[config.mk]
export PLATFORM = sky130hd
export DESIGN_NAME = coin_detect
export DESIGN_NICKNAME = d
export VERILOG_FILES = /design/src/rtl/coin_detect.sv
export SDC_FILE = /design/constraint.sdc
export NUM_CORES = 1
export LEC_CHECK = 0
export CAP_MARGIN = 20
export CORE_ASPECT_RATIO = 2
export CORE_MARGIN = 5
export CORE_UTILIZATION = 30
export CTS_CLUSTER_SIZE = 12
export DETAILED_ROUTE_END_ITERATION = 8
export GPL_TIMING_DRIVEN = 0
export PLACE_DENSITY = 0.47
export SYNTH_ARGS = -nofsm -noshare
export SYNTH_HDL_FRONTEND = slang
export SYNTH_SLANG_ARGS = --single-unit
[constraint.sdc]
create_clock -name clock -period 4 [get_ports clock]
set_clock_uncertainty 0.1 [all_clocks]
set_input_delay 1.2 -clock clock [delete_from_list [all_inputs] [get_ports clock]]
set_output_delay 1.2 -clock clock [all_outputs]
set_load 0.02 [all_outputs]
[src/rtl/coin_detect.sv]
// Coin classifier: measures synchronized optical-gate pulse width, reports a coin
// code, a reject pulse, or a jam level to the downstream collector.
//
// state   | meaning
// --------+-----------------------------------------------------------
// IDLE    | waiting for sense_s to rise
// MEASURE | counting pulse length in cnt while sense_s is high
// EMIT    | coin_out carries the classified code for one cycle
// REJECT  | one-cycle reject_out pulse (bad length, no acceptor, jam end)
// JAM     | pulse reached JAM_LIMIT; jam_out held until sense_s falls
module coin_detect #(
    parameter int MIN_W     = 4,
    parameter int T25_MAX   = 20,
    parameter int T50_MAX   = 40,
    parameter int T100_MAX  = 80,
    parameter int JAM_LIMIT = 200
) (
    input  logic       clock,
    input  logic       reset,
    input  logic       coin_sense,
    input  logic       accept_en,
    output logic [1:0] coin_out,
    output logic       reject_out,
    output logic       jam_out
);

    localparam logic [2:0] IDLE    = 3'd0;
    localparam logic [2:0] MEASURE = 3'd1;
    localparam logic [2:0] EMIT    = 3'd2;
    localparam logic [2:0] REJECT  = 3'd3;
    localparam logic [2:0] JAM     = 3'd4;

    localparam logic [7:0] MIN_W_C     = 8'(MIN_W);
    localparam logic [7:0] T25_MAX_C   = 8'(T25_MAX);
    localparam logic [7:0] T50_MAX_C   = 8'(T50_MAX);
    localparam logic [7:0] T100_MAX_C  = 8'(T100_MAX);
    localparam logic [7:0] JAM_LIMIT_C = 8'(JAM_LIMIT);

    localparam logic [1:0] CODE_25P  = 2'b00;
    localparam logic [1:0] CODE_50P  = 2'b01;
    localparam logic [1:0] CODE_1R   = 2'b10;
    localparam logic [1:0] CODE_NONE = 2'b11;

    logic       sense_m;
    logic       sense_s;
    logic [2:0] state;
    logic [2:0] state_nxt;
    logic [7:0] cnt;
    logic [7:0] cnt_nxt;
    logic [7:0] cnt_inc;
    logic [1:0] code_cls;

    always_ff @(posedge clock or negedge reset) begin
        if (!reset) begin
            sense_m <= 1'b0;
            sense_s <= 1'b0;
        end else begin
            sense_m <= coin_sense;
            sense_s <= sense_m;
        end
    end

    assign cnt_inc = cnt + 8'd1;

    always_comb begin
        state_nxt = state;
        cnt_nxt   = cnt;
        code_cls  = CODE_NONE;
        case (state)
            IDLE: begin
                if (sense_s) begin
                    cnt_nxt   = 8'd1;
                    state_nxt = MEASURE;
                end
            end
            MEASURE: begin
                if (sense_s) begin
                    cnt_nxt = cnt_inc;
                    if (cnt_inc == JAM_LIMIT_C) begin
                        state_nxt = JAM;
                    end
                end else if (cnt < MIN_W_C) begin
                    state_nxt = IDLE;
                end else if (cnt > T100_MAX_C) begin
                    state_nxt = REJECT;
                end else begin
                    if (cnt <= T25_MAX_C) begin
                        code_cls = CODE_25P;
                    end else if (cnt <= T50_MAX_C) begin
                        code_cls = CODE_50P;
                    end else begin
                        code_cls = CODE_1R;
                    end
                    // accept_en matters only in this classifying cycle
                    state_nxt = accept_en ? EMIT : REJECT;
                end
            end
            EMIT:    state_nxt = IDLE;
            REJECT:  state_nxt = IDLE;
            JAM: begin
                if (!sense_s) begin
                    state_nxt = REJECT;
                end
            end
            default: state_nxt = IDLE;
        endcase
    end

    // outputs are registered from the next state so they line up with it
    always_ff @(posedge clock or negedge reset) begin
        if (!reset) begin
            state      <= IDLE;
            cnt        <= 8'd0;
            coin_out   <= CODE_NONE;
            reject_out <= 1'b0;
            jam_out    <= 1'b0;
        end else begin
            state      <= state_nxt;
            cnt        <= cnt_nxt;
            coin_out   <= (state_nxt == EMIT) ? code_cls : CODE_NONE;
            reject_out <= (state_nxt == REJECT);
            jam_out    <= (state_nxt == JAM);
        end
    end

endmodule

==> PnR_summary.wiki, run 1 <==
{| class="wikitable"
! Metric !! Value
|-
| Classification of the worst-slack hold path || flop to flop
|-
| WL final || 2110 um
|-
| Total clock buffers created by CTS || 3
|-
| End-of-flow core utilization || 36.13%
|-
| Number of cells on the worst hold path || 0
|-
| Clock tree from TritonCTS || done
|-
| Layout cell share with drive strength beyond 1 || 13.08%
|-
| Fraction of synthesized area in multiplexers || 2.575%
|-
| Arrival @ worst endpoint || 1.36 ns
|-
| Instance count of the mapped netlist || 96
|-
| Net count after synthesis || 102
|-
| # nets final || 114
|-
| Delay-heaviest family, CP || buffers and inverters
|-
| Area enclosed by the die boundary || 0.004355 mm2
|-
| Slack of the worst reg-to-reg path || 2.24 ns
|-
| Simple-gate portion of the synthesized area || 20.05%
|-
| Slowest-stage cell, CP || sky130_fd_sc_hd__clkdlybuf4s50_1
|-
| Pin slew with the least headroom to its limit || 0.7995 ns
|-
| Number of antenna violations at the first check in global routing || 0
|-
| Chip Height || 88.46 um
|-
| Final total negative setup slack || 0 ns
|-
| Routed length per instance || 15.40 um
|-
| Crit end category || primary output
|-
| Cell types with the largest area share after synthesis || sky130_fd_sc_hd__dfrtp_1 (41%), sky130_fd_sc_hd__dfstp_2 (5.7%), sky130_fd_sc_hd__o21ai_1 (4.9%)
|-
| Wire length of the first global-routing pass || 3788 um
|-
| Clk sink count || 17
|-
| Dominant combinational cell family by area after synthesis || simple AND/OR/NAND/NOR gates
|-
| Dpl hpwl || 1571 um
|-
| Synth Area per Inst || 9.619 um2
|-
| Max stage delay on crit path || 0.59 ns
|-
| Number of violations reported at the end of detailed-routing iteration 0 || 26
|-
| Overall die width || 49.23 um
|-
| Total vias in the final route || 731
|-
| Post-CTS Repair Setup Buffers || 0
|-
| Maximum fanout along the worst path || 1
|-
| Buffers from clock root to sink, at most || 2
|-
| Worst supply voltage drop on vdd || 0.0002268 V
|-
| Sequential fraction of the synthesis area || 46.34%
|-
| Post-synthesis instance area || 923.4 um2
|-
| Relative max-transition margin || 46.53%
|-
| Number of pins with negative max-slew slack in the final report || 0
|-
| Via count of the first global-routing pass || 799
|-
| Clock slew seen by the registers of the worst setup and hold paths || 0.06 ns
|-
| CTS Hold Bufs || 0
|-
| Std-Cell Rows || 28
|-
| Inserted Diodes || 0
|-
| I/O pin count || 8
|-
| Placed instance area || 0.001031 mm2
|-
| Time the worst path needs with I/O delays and setup || 2.658 ns
|-
| Cell count of the worst reg-to-reg path || 6
|-
| Post-Route Hold Slack || 0.2500 ns
|-
| Element type at the critical path start || flop
|-
| Fill cells || 292
|-
| Max-capacitance violation count || 0
|-
| Detail Route Antenna Nets || 0
|-
| Dominant cell type by area after synthesis || sky130_fd_sc_hd__dfrtp_1
|-
| Final hold vios || 0
|-
| Path type of the worst setup path || flop to primary output
|-
| Xor and xnor area share after synthesis || 3.794%
|-
| Placer Congestion || 0.8218
|-
| Highest clock frequency the design can meet || 376.2 MHz
|-
| DRC violations left || 0
|-
| Initial core utilization || 31.01%
|-
| Area overhead of the layout relative to synthesis || 16.53%
|-
| Maximum number of pins on one net before global-route repair || 18
|-
| Power per unit of standard cell area || 516.6 mW/mm2
|-
| Post-cts gate resize count || 0
|-
| Total of endpoints with negative setup slack in the final report || 0
|-
| DRT Pass-1 Iters || 4
|-
| Required time of the critical path || 2.70 ns
|-
| Core footprint || 0.002978 mm2
|-
| Share of the synthesized area in the top cell type || 40.65%
|-
| Overall Global Routing Usage || 11.51%
|-
| Post-synthesis share of cell area spent on full adders, half adders and majority gates || 2.710%
|-
| Design Area, Final || 0.001076 mm2
|-
| Launch point of the worst reg-to-reg path || cnt[0]
|-
| Part of the cycle the worst path needs || 66.45%
|-
| H-Tree Level Count || 1
|-
| Syn. warnings || 0
|-
| End of the worst register-to-register path || coin_out[1]
|-
| Leftover overflow at the end of global routing || 0
|-
| Clock network latency to the later pin of the worst-skew pair || 0.25 ns
|-
| Reported leakage power || 0.4566 nW
|-
| Worst Hold Launch || sense_m
|-
| Unrepaired setup endpoints after global routing || false
|-
| Register bit count reported by yosys || 17
|-
| Port Buf Inserts || 7
|-
| Hold path endpoint || sense_s
|-
| Buffer type at the clock tree root || sky130_fd_sc_hd__clkbuf_8
|-
| Post-detailed-route via-to-cell ratio || 5.336
|-
| Buffer and inverter count on the worst path || 1
|-
| Crit path cell chain || clkdlybuf4s50_1
|-
| Count of distinct cell types in the synthesized netlist || 40
|-
| Status || completed
|-
| Tot Pwr || 0.0005558 W
|-
| Area fraction in compound gates after synthesis || 17.48%
|}
## cell usage in the layout, fill, tap and decap left out, drive strengths merged, types with 2 or more instances in the layout
master,n
dfrtp,15
o21ai,12
nand2,9
clkdlybuf4s50,7
inv,6
buf,6
clkbuf,5
a21oi,4
nor2,3
nand2b,3
nand3,3
nand4,2
and3b,2
nor3,2
xnor2,2
xor2,2
ha,2
dfstp,2
mux2i,2
o41ai,2
## synthesized netlist by cell type
| library cell | instances |
|---|---|
| sky130_fd_sc_hd__and3_1 | 1 |
| sky130_fd_sc_hd__o41ai_2 | 1 |
| sky130_fd_sc_hd__clkbuf_1 | 1 |
| sky130_fd_sc_hd__nand2b_1 | 3 |
| sky130_fd_sc_hd__buf_6 | 1 |
| sky130_fd_sc_hd__nand2_1 | 9 |
| sky130_fd_sc_hd__ha_1 | 2 |
| sky130_fd_sc_hd__or2_2 | 1 |
| sky130_fd_sc_hd__nor3_1 | 2 |
| sky130_fd_sc_hd__nand3_1 | 3 |
| sky130_fd_sc_hd__o41ai_1 | 1 |
| sky130_fd_sc_hd__nor2_1 | 3 |
| sky130_fd_sc_hd__a21oi_1 | 4 |
| sky130_fd_sc_hd__buf_4 | 1 |
| sky130_fd_sc_hd__dfrtp_1 | 15 |
| sky130_fd_sc_hd__o211ai_1 | 1 |
| sky130_fd_sc_hd__o21ai_1 | 9 |
| sky130_fd_sc_hd__inv_1 | 6 |
| sky130_fd_sc_hd__nand4bb_1 | 1 |
| sky130_fd_sc_hd__o21a_1 | 1 |
| sky130_fd_sc_hd__o31ai_1 | 1 |
| sky130_fd_sc_hd__o221ai_1 | 1 |
| sky130_fd_sc_hd__or3b_1 | 1 |
| sky130_fd_sc_hd__mux2i_2 | 1 |
| sky130_fd_sc_hd__xor2_1 | 2 |
| sky130_fd_sc_hd__and2_1 | 1 |
| sky130_fd_sc_hd__nand4_1 | 2 |
| sky130_fd_sc_hd__mux2i_1 | 1 |
| sky130_fd_sc_hd__o2bb2ai_1 | 1 |
| sky130_fd_sc_hd__buf_2 | 4 |
| sky130_fd_sc_hd__dfstp_2 | 2 |
| sky130_fd_sc_hd__xnor2_1 | 2 |
| sky130_fd_sc_hd__o21ai_0 | 3 |
| sky130_fd_sc_hd__nor4_1 | 1 |
| sky130_fd_sc_hd__nor2b_1 | 1 |
| sky130_fd_sc_hd__a41oi_1 | 1 |
| sky130_fd_sc_hd__or3_1 | 1 |
| sky130_fd_sc_hd__a21o_1 | 1 |
| sky130_fd_sc_hd__nor4b_1 | 1 |
| sky130_fd_sc_hd__and3b_1 | 2 |
## cells by family after synthesis
kind of cell	after synthesis
simple gates	33
compound gates	25
flops	17
buf+inv	13
xor+xnor	4
mux	2
fa+ha+maj	2
## how the worst max path moves through the flow
stage | start | end | slack (ns) | depth (start not counted)
2_1_floorplan | accept_en | coin_out[1] | 2.10 | 4
3_3_place_gp | accept_en | coin_out[1] | 1.50 | 5
6_report | coin_out[0] | coin_out[0] | 1.34 | 1
4_1_cts | coin_out[0] | coin_out[0] | 1.33 | 1
3_5_place_dp | accept_en | coin_out[1] | 1.49 | 5
5_1_grt | coin_out[1] | coin_out[1] | 1.31 | 1
## metal layers
metal | vias to the layer above | track usage [%] | wire length (um)
li1 | 359 | - | -
met1 | 344 | 12.54 | 824
met2 | 21 | 19.27 | 1108
met3 | 7 | 2.361 | 80
met4 | 0 | 8.578 | 95
met5 | - | 0 | 0
## area by class of cell
| class | count | area, um2 | area share (%) |
|---|---|---|---|
| Buffer | 7 | 42.54 | 3.953 |
| Multi-Input combinational cell | 66 | 430.4 | 40.00 |
| Sequential cell | 17 | 427.9 | 39.77 |
| Timing Repair Buffer | 7 | 70.07 | 6.512 |
| Clock buffer | 4 | 45.04 | 4.186 |
| Tap cell | 30 | 37.54 | 3.488 |
| Inverter | 6 | 22.52 | 2.093 |
## through the flow
stage / cells / setup slack (ns)
floorplan: 96 / 2.100
global placement: 133 / 1.499
detailed placement: 133 / 1.491
CTS: 137 / 1.330
global route: 137 / 1.312
finish: 137 / 1.342
## flip-flops by register name (all words and copies together), names as in the netlist
signal      flops
state           3
cnt             8
jam_out         1
sense_m         1
reject_out      1
coin_out        2
sense_s         1
## power by group
part | internal, W | total (W) | switching [W]
Sequential | 0.000202 | 0.000228 | 0.0000260
Combinational | 0.0000861 | 0.000198 | 0.000112
Clock | 0.0000708 | 0.000130 | 0.0000591
(Power assumes the default switching activity.)
==> run 2: changes to the inputs <==
--- a/config.mk
+++ b/config.mk
@@ -12,7 +12,7 @@
 export CTS_CLUSTER_SIZE = 12
 export DETAILED_ROUTE_END_ITERATION = 8
 export GPL_TIMING_DRIVEN = 0
-export PLACE_DENSITY = 0.47
+export PLACE_DENSITY = 0.49
 export SYNTH_ARGS = -nofsm -noshare
 export SYNTH_HDL_FRONTEND = slang
 export SYNTH_SLANG_ARGS = --single-unit
==> constraint.sdc (replaced) <==
create_clock -name clock -period 2.2 [get_ports clock]
set_clock_uncertainty 0.1 [all_clocks]
set_input_delay 0.66 -clock clock [delete_from_list [all_inputs] [get_ports clock]]
set_output_delay 0.66 -clock clock [all_outputs]
set_load 0.02 [all_outputs]
==> run 2 against run 1 <==
Flip-flop and latch count is the same. Non-clock buffer count did not move. Setup slack worse by 1.3 ns. Routed wire length decreased by 2.6%. Power grew 81%. Hold slack better by 0.0051 ns. Final area did not move. Clock power up 80%. Core utilization unchanged. Die area stayed put. Critical path type unchanged.
==> PnR_summary.wiki, run 2 (synthesized netlist as in run 1, its figures left out) <==
{| class="wikitable"
! Metric !! Value
|-
| Total vias in the final route || 750
|-
| Buffer type at the clock tree root || sky130_fd_sc_hd__clkbuf_8
|-
| Unrepaired setup endpoints after global routing || false
|-
| Time the worst path needs with I/O delays and setup || 2.115 ns
|-
| Clock tree from TritonCTS || done
|-
| Maximum number of pins on one net before global-route repair || 18
|-
| Max stage delay on crit path || 0.59 ns
|-
| Crit end category || primary output
|-
| Layout cell share with drive strength beyond 1 || 13.08%
|-
| Top Registers || cnt: 8 flops, state: 3 flops, coin_out: 2 flops
|-
| Post-cts gate resize count || 0
|-
| Worst supply voltage drop on vdd || 0.0004820 V
|-
| Core footprint || 0.002978 mm2
|-
| Highest clock frequency the design can meet || 472.8 MHz
|-
| Placer Congestion || 0.7502
|-
| Final total negative setup slack || 0 ns
|-
| CTS Hold Bufs || 0
|-
| Relative max-transition margin || 44.68%
|-
| Total of endpoints with negative setup slack in the final report || 0
|-
| Design Area, Final || 0.001076 mm2
|-
| Overall die width || 49.23 um
|-
| Slowest-stage cell, CP || sky130_fd_sc_hd__clkdlybuf4s50_1
|-
| Biggest register || cnt
|-
| Placed instance area || 0.001031 mm2
|-
| Commonest non-fill, non-tap cells in the layout || sky130_fd_sc_hd__dfrtp_1 (15), sky130_fd_sc_hd__nand2_1 (9), sky130_fd_sc_hd__o21ai_1 (9)
|-
| Non-filler instance count after layout || 137
|-
| Number of pins with negative max-slew slack in the final report || 0
|-
| Status || completed
|-
| Port Buf Inserts || 7
|-
| DRT Pass-1 Iters || 4
|-
| Path type of the worst setup path || flop to primary output
|-
| Buffer and inverter count on the worst path || 1
|-
| H-Tree Level Count || 1
|-
| Max FFs per register || 8
|-
| Fill cells || 294
|-
| Overall Global Routing Usage || 10.57%
|-
| Area enclosed by the die boundary || 0.004355 mm2
|-
| Classification of the worst-slack hold path || flop to flop
|-
| WL final || 2055 um
|-
| Part of the cycle the worst path needs || 96.13%
|-
| Wire length of the first global-routing pass || 3622 um
|-
| Element type at the critical path start || flop
|-
| Post-detailed-route via-to-cell ratio || 5.474
|-
| Chip Height || 88.46 um
|-
| Via count of the first global-routing pass || 823
|-
| Power per unit of standard cell area || 936.1 mW/mm2
|-
| DRC violations left || 0
|-
| Commonest non-fill, non-tap cell in the layout || sky130_fd_sc_hd__dfrtp_1
|-
| Dpl hpwl || 1531 um
|-
| Detail Route Antenna Nets || 0
|-
| Number of violations reported at the end of detailed-routing iteration 0 || 21
|-
| Reported leakage power || 0.4566 nW
|-
| Crit path cell chain || clkdlybuf4s50_1
|-
| Total instance count after detailed placement || 133
|-
| Post-Route Hold Slack || 0.2552 ns
|-
| Leftover overflow at the end of global routing || 0
|-
| Maximum fanout along the worst path || 1
|-
| Delay-heaviest family, CP || buffers and inverters
|-
| Total clock buffers created by CTS || 3
|-
| Clock slew seen by the registers of the worst setup and hold paths || 0.07 ns
|-
| Std-Cell Rows || 28
|-
| Final hold vios || 0
|-
| Required time of the critical path || 1.44 ns
|-
| Arrival @ worst endpoint || 1.35 ns
|-
| Buffers from clock root to sink, at most || 2
|-
| I/O pin count || 8
|-
| Number of antenna violations at the first check in global routing || 0
|-
| Initial core utilization || 31.01%
|-
| Clk sink count || 17
|-
| Routed length per instance || 15.00 um
|-
| # nets final || 114
|-
| Inserted Diodes || 0
|-
| Area overhead of the layout relative to synthesis || 16.53%
|-
| Post-CTS Repair Setup Buffers || 0
|-
| Clock network latency to the later pin of the worst-skew pair || 0.25 ns
|-
| Max-capacitance violation count || 0
|-
| Pin slew with the least headroom to its limit || 0.8273 ns
|-
| End-of-flow core utilization || 36.13%
|}
[run 2: cell counts in the layout (fill, tap and decap cells not counted)]
Identical to the previous run, type by type.
[run 2: area by class of cell]
class	instances	area (um2)	area share (%)
Inverter	6	22.52	2.093
Timing Repair Buffer	7	70.07	6.512
Buffer	7	42.54	3.953
Multi-Input combinational cell	66	430.4	40.00
Sequential cell	17	427.9	39.77
Tap cell	30	37.54	3.488
Clock buffer	4	45.04	4.186
[run 2: per-layer routing]
layer	vias up	track usage (%)	part of all wire [%]
met2	21	19.74	56
met5	-	0	0
met4	0	7.598	3.9
met1	363	9.895	36
li1	358	-	-
met3	8	2.024	3.5
[run 2: report_power, final]
group	switching, W	internal [W]	total [W]
logic	0.000203	0.000157	0.000360
registers	0.0000462	0.000367	0.000413
clock network	0.000106	0.000128	0.000234
total	0.000355	0.000652	0.00101
[run 2: final timing paths]
| kind | start | endpoint | slack (ns) | depth (start not counted) |
|---|---|---|---|---|
| min | sense_m | sense_s | 0.26 | 0 |
| max | coin_out[0] | coin_out[0] | 0.09 | 1 |
| max in group asynchronous | reset | jam_out | 0.70 | 1 |
| max reg2reg | cnt[0] | coin_out[0] | 0.39 | 6 |
| min in group asynchronous | reset | cnt[3] | 0.79 | 1 |
| min reg2reg | sense_m | sense_s | 0.26 | 0 |
[run 2: worst register-to-register path: stages (launching register included)]
cell and delay (ns):
sky130_fd_sc_hd__dfrtp_1 0.43, sky130_fd_sc_hd__inv_1 0.08, sky130_fd_sc_hd__ha_1 0.23, sky130_fd_sc_hd__nor4b_1 0.28, sky130_fd_sc_hd__o21ai_1 0.15, sky130_fd_sc_hd__nor3_1 0.31
sky130_fd_sc_hd__nand3_1 0.14
[run 2: per-stage QoR]
| stage | total power, W | worst slack [ns] |
|---|---|---|
| 2_1_floorplan | 0.0006776 | 0.6938 |
| 3_3_place_gp | 0.0007686 | 0.2132 |
| 3_5_place_dp | 0.0007768 | 0.2525 |
| 4_1_cts | 0.001017 | 0.06910 |
| 5_1_grt | 0.001076 | 0.05069 |
| 6_report | 0.001007 | 0.08511 |
==> run 3: changes to the inputs <==
--- a/config.mk
+++ b/config.mk
@@ -11,7 +11,6 @@
 export CORE_UTILIZATION = 30
 export CTS_CLUSTER_SIZE = 12
 export DETAILED_ROUTE_END_ITERATION = 8
-export GPL_TIMING_DRIVEN = 0
 export PLACE_DENSITY = 0.49
 export SYNTH_ARGS = -nofsm -noshare
 export SYNTH_HDL_FRONTEND = slang
==> run 3 against run 2 <==
Via count fell by 7.6%. Flip-flop and latch count did not move. Highest routed layer unchanged. Clock power barely moved.
==> PnR_summary.wiki, run 3 (synthesized netlist as in run 1, its figures left out) <==
{| class="wikitable"
! Metric !! Value
|-
| Status || completed
|-
| Number of violations reported at the end of detailed-routing iteration 0 || 7
|-
| I/O pin count || 8
|-
| H-Tree Level Count || 1
|-
| Relative contribution of combinational cells to total power || 31.0%
|-
| Via count of the first global-routing pass || 733
|-
| Crit path cell chain || clkdlybuf4s50_1
|-
| Std-Cell Rows || 28
|-
| Overall die width || 49.23 um
|-
| Commonest non-fill, non-tap cell in the layout || sky130_fd_sc_hd__dfrtp_1
|-
| Required time of the critical path || 1.44 ns
|-
| Arrival @ worst endpoint || 1.36 ns
|-
| DRT Pass-1 Iters || 4
|-
| Buffers from clock root to sink, at most || 2
|-
| Detail Route Antenna Nets || 0
|-
| Pin slew with the least headroom to its limit || 0.4337 ns
|-
| Clk sink count || 17
|-
| Leftover overflow at the end of global routing || 0
|-
| Initial core utilization || 31.01%
|-
| Area enclosed by the die boundary || 0.004355 mm2
|-
| Layout cell share with drive strength beyond 1 || 8.911%
|-
| Unrepaired setup endpoints after global routing || false
|-
| End-of-flow core utilization || 34.96%
|-
| Number of pins with negative max-slew slack in the final report || 0
|-
| Net switching fraction of the power || 35.01%
|-
| Max-capacitance violation count || 0
|-
| Worst supply voltage drop on vdd || 0.0003545 V
|-
| Time the worst path needs with I/O delays and setup || 2.117 ns
|-
| Clock tree from TritonCTS || done
|-
| Net switching power figure || 0.0003431 W
|-
| Placer Congestion || 0.7239
|-
| Element type at the critical path start || flop
|-
| Cell count of the worst reg-to-reg path || 6
|-
| Post-CTS Repair Setup Buffers || 0
|-
| Design Area, Final || 0.001041 mm2
|-
| Reported leakage power || 0.4292 nW
|-
| Top Registers || cnt: 8 flops, state: 3 flops, coin_out: 2 flops
|-
| Max stage delay on crit path || 0.59 ns
|-
| Total vias in the final route || 693
|-
| Buffer type at the clock tree root || sky130_fd_sc_hd__clkbuf_8
|-
| Clock network latency to the later pin of the worst-skew pair || 0.25 ns
|-
| Critical path depth in cells || 1
|-
| Routed length per instance || 14.78 um
|-
| Non-filler instance count after layout || 131
|-
| Port Buf Inserts || 7
|-
| Relative max-transition margin || 70.92%
|-
| Slowest-stage cell, CP || sky130_fd_sc_hd__clkdlybuf4s50_1
|-
| Final total negative setup slack || 0 ns
|-
| Number of antenna violations at the first check in global routing || 0
|-
| Sequential power share || 45.2%
|-
| Total instance count after detailed placement || 127
|-
| # nets final || 108
|-
| Core footprint || 0.002978 mm2
|-
| Post-cts gate resize count || 0
|-
| Path type of the worst setup path || flop to primary output
|-
| Biggest register || cnt
|-
| Crit end category || primary output
|-
| Number of cells on the worst hold path || 0
|-
| Maximum number of pins on one net before global-route repair || 13
|-
| Clock Power Share || 23.8%
|-
| WL final || 1936 um
|-
| Part of the cycle the worst path needs || 96.23%
|-
| Inserted Diodes || 0
|-
| Chip Height || 88.46 um
|-
| Max FFs per register || 8
|-
| Internal power component || 0.0006368 W
|-
| Wire length of the first global-routing pass || 3312 um
|-
| Highest clock frequency the design can meet || 472.3 MHz
|-
| Delay-heaviest family, CP || buffers and inverters
|-
| DRC violations left || 0
|-
| Dpl hpwl || 1529 um
|-
| Classification of the worst-slack hold path || flop to flop
|-
| Buffer and inverter count on the worst path || 1
|-
| Tot Pwr || 0.0009799 W
|-
| Clock slew seen by the registers of the worst setup and hold paths || 0.06 ns
|-
| Maximum fanout along the worst path || 1
|-
| Post-detailed-route via-to-cell ratio || 5.290
|-
| Area overhead of the layout relative to synthesis || 12.74%
|-
| Total clock buffers created by CTS || 3
|-
| Total of endpoints with negative setup slack in the final report || 0
|-
| Commonest non-fill, non-tap cells in the layout || sky130_fd_sc_hd__dfrtp_1 (15), sky130_fd_sc_hd__nand2_1 (9), sky130_fd_sc_hd__o21ai_1 (9)
|-
| Power per unit of standard cell area || 941.3 mW/mm2
|-
| Final hold vios || 0
|-
| Placed instance area || 996.0 um2
|-
| Overall Global Routing Usage || 10.02%
|-
| CTS Hold Bufs || 0
|}
## run 3: stage by stage
step | worst slack [ns] | hold slack, ns
finish | 0.08290 | 0.2593
global route | 0.04270 | 0.2820
CTS | 0.06255 | 0.2608
detailed placement | 0.2351 | 0.2363
global placement | 0.3398 | 0.2483
floorplan | 0.6938 | 0.2312
## run 3: layout make-up
| type | count | area, um2 |
|---|---|---|
| clock buffer | 4 | 45.04 |
| tap | 30 | 37.54 |
| timing repair buffer | 8 | 77.57 |
| fill | 304 | 1937 |
| inverter | 6 | 22.52 |
| sequential | 17 | 427.9 |
| multi-input combinational | 66 | 430.4 |
## run 3: metal layers
| metal | track usage [%] | wire [um] | vias up |
|---|---|---|---|
| li1 | - | - | 349 |
| met1 | 9.378 | 710 | 329 |
| met2 | 18.80 | 1113 | 10 |
| met3 | 2.024 | 56 | 5 |
| met4 | 6.863 | 55 | 0 |
| met5 | 0 | 0 | - |
## run 3: power by group through the flow
| stage | Combinational [W] | Sequential [W] | Clock [W] |
|---|---|---|---|
| CTS | 0.000311 | 0.000443 | 0.000248 |
| floorplan | 0.000261 | 0.000417 | 0 |
| detailed placement | 0.000311 | 0.000450 | 0 |
| global placement | 0.000301 | 0.000446 | 0 |
| global route | 0.000344 | 0.000456 | 0.000263 |
| finish | 0.000304 | 0.000443 | 0.000233 |
## run 3: worst paths after layout
check                                 start           to  slack (ns)
max in group asynchronous             reset     state[1]        0.95
worst max register to register       cnt[0]  coin_out[1]        0.42
min in group asynchronous             reset       cnt[4]        0.58
worst min-delay path                sense_m      sense_s        0.26
worst min register to register      sense_m      sense_s        0.26
worst max-delay path            coin_out[1]  coin_out[1]        0.08
## run 3: worst reg2reg max path, delay by kind of cell, from the launching register on
kind	cells	cell delay [ns]
AO/OA/AOI/OAI	2	0.28
adder cells (fa/ha/maj)	1	0.23
buffers and inverters	1	0.08
flip-flops	1	0.42
AND/OR/NAND/NOR	2	0.57
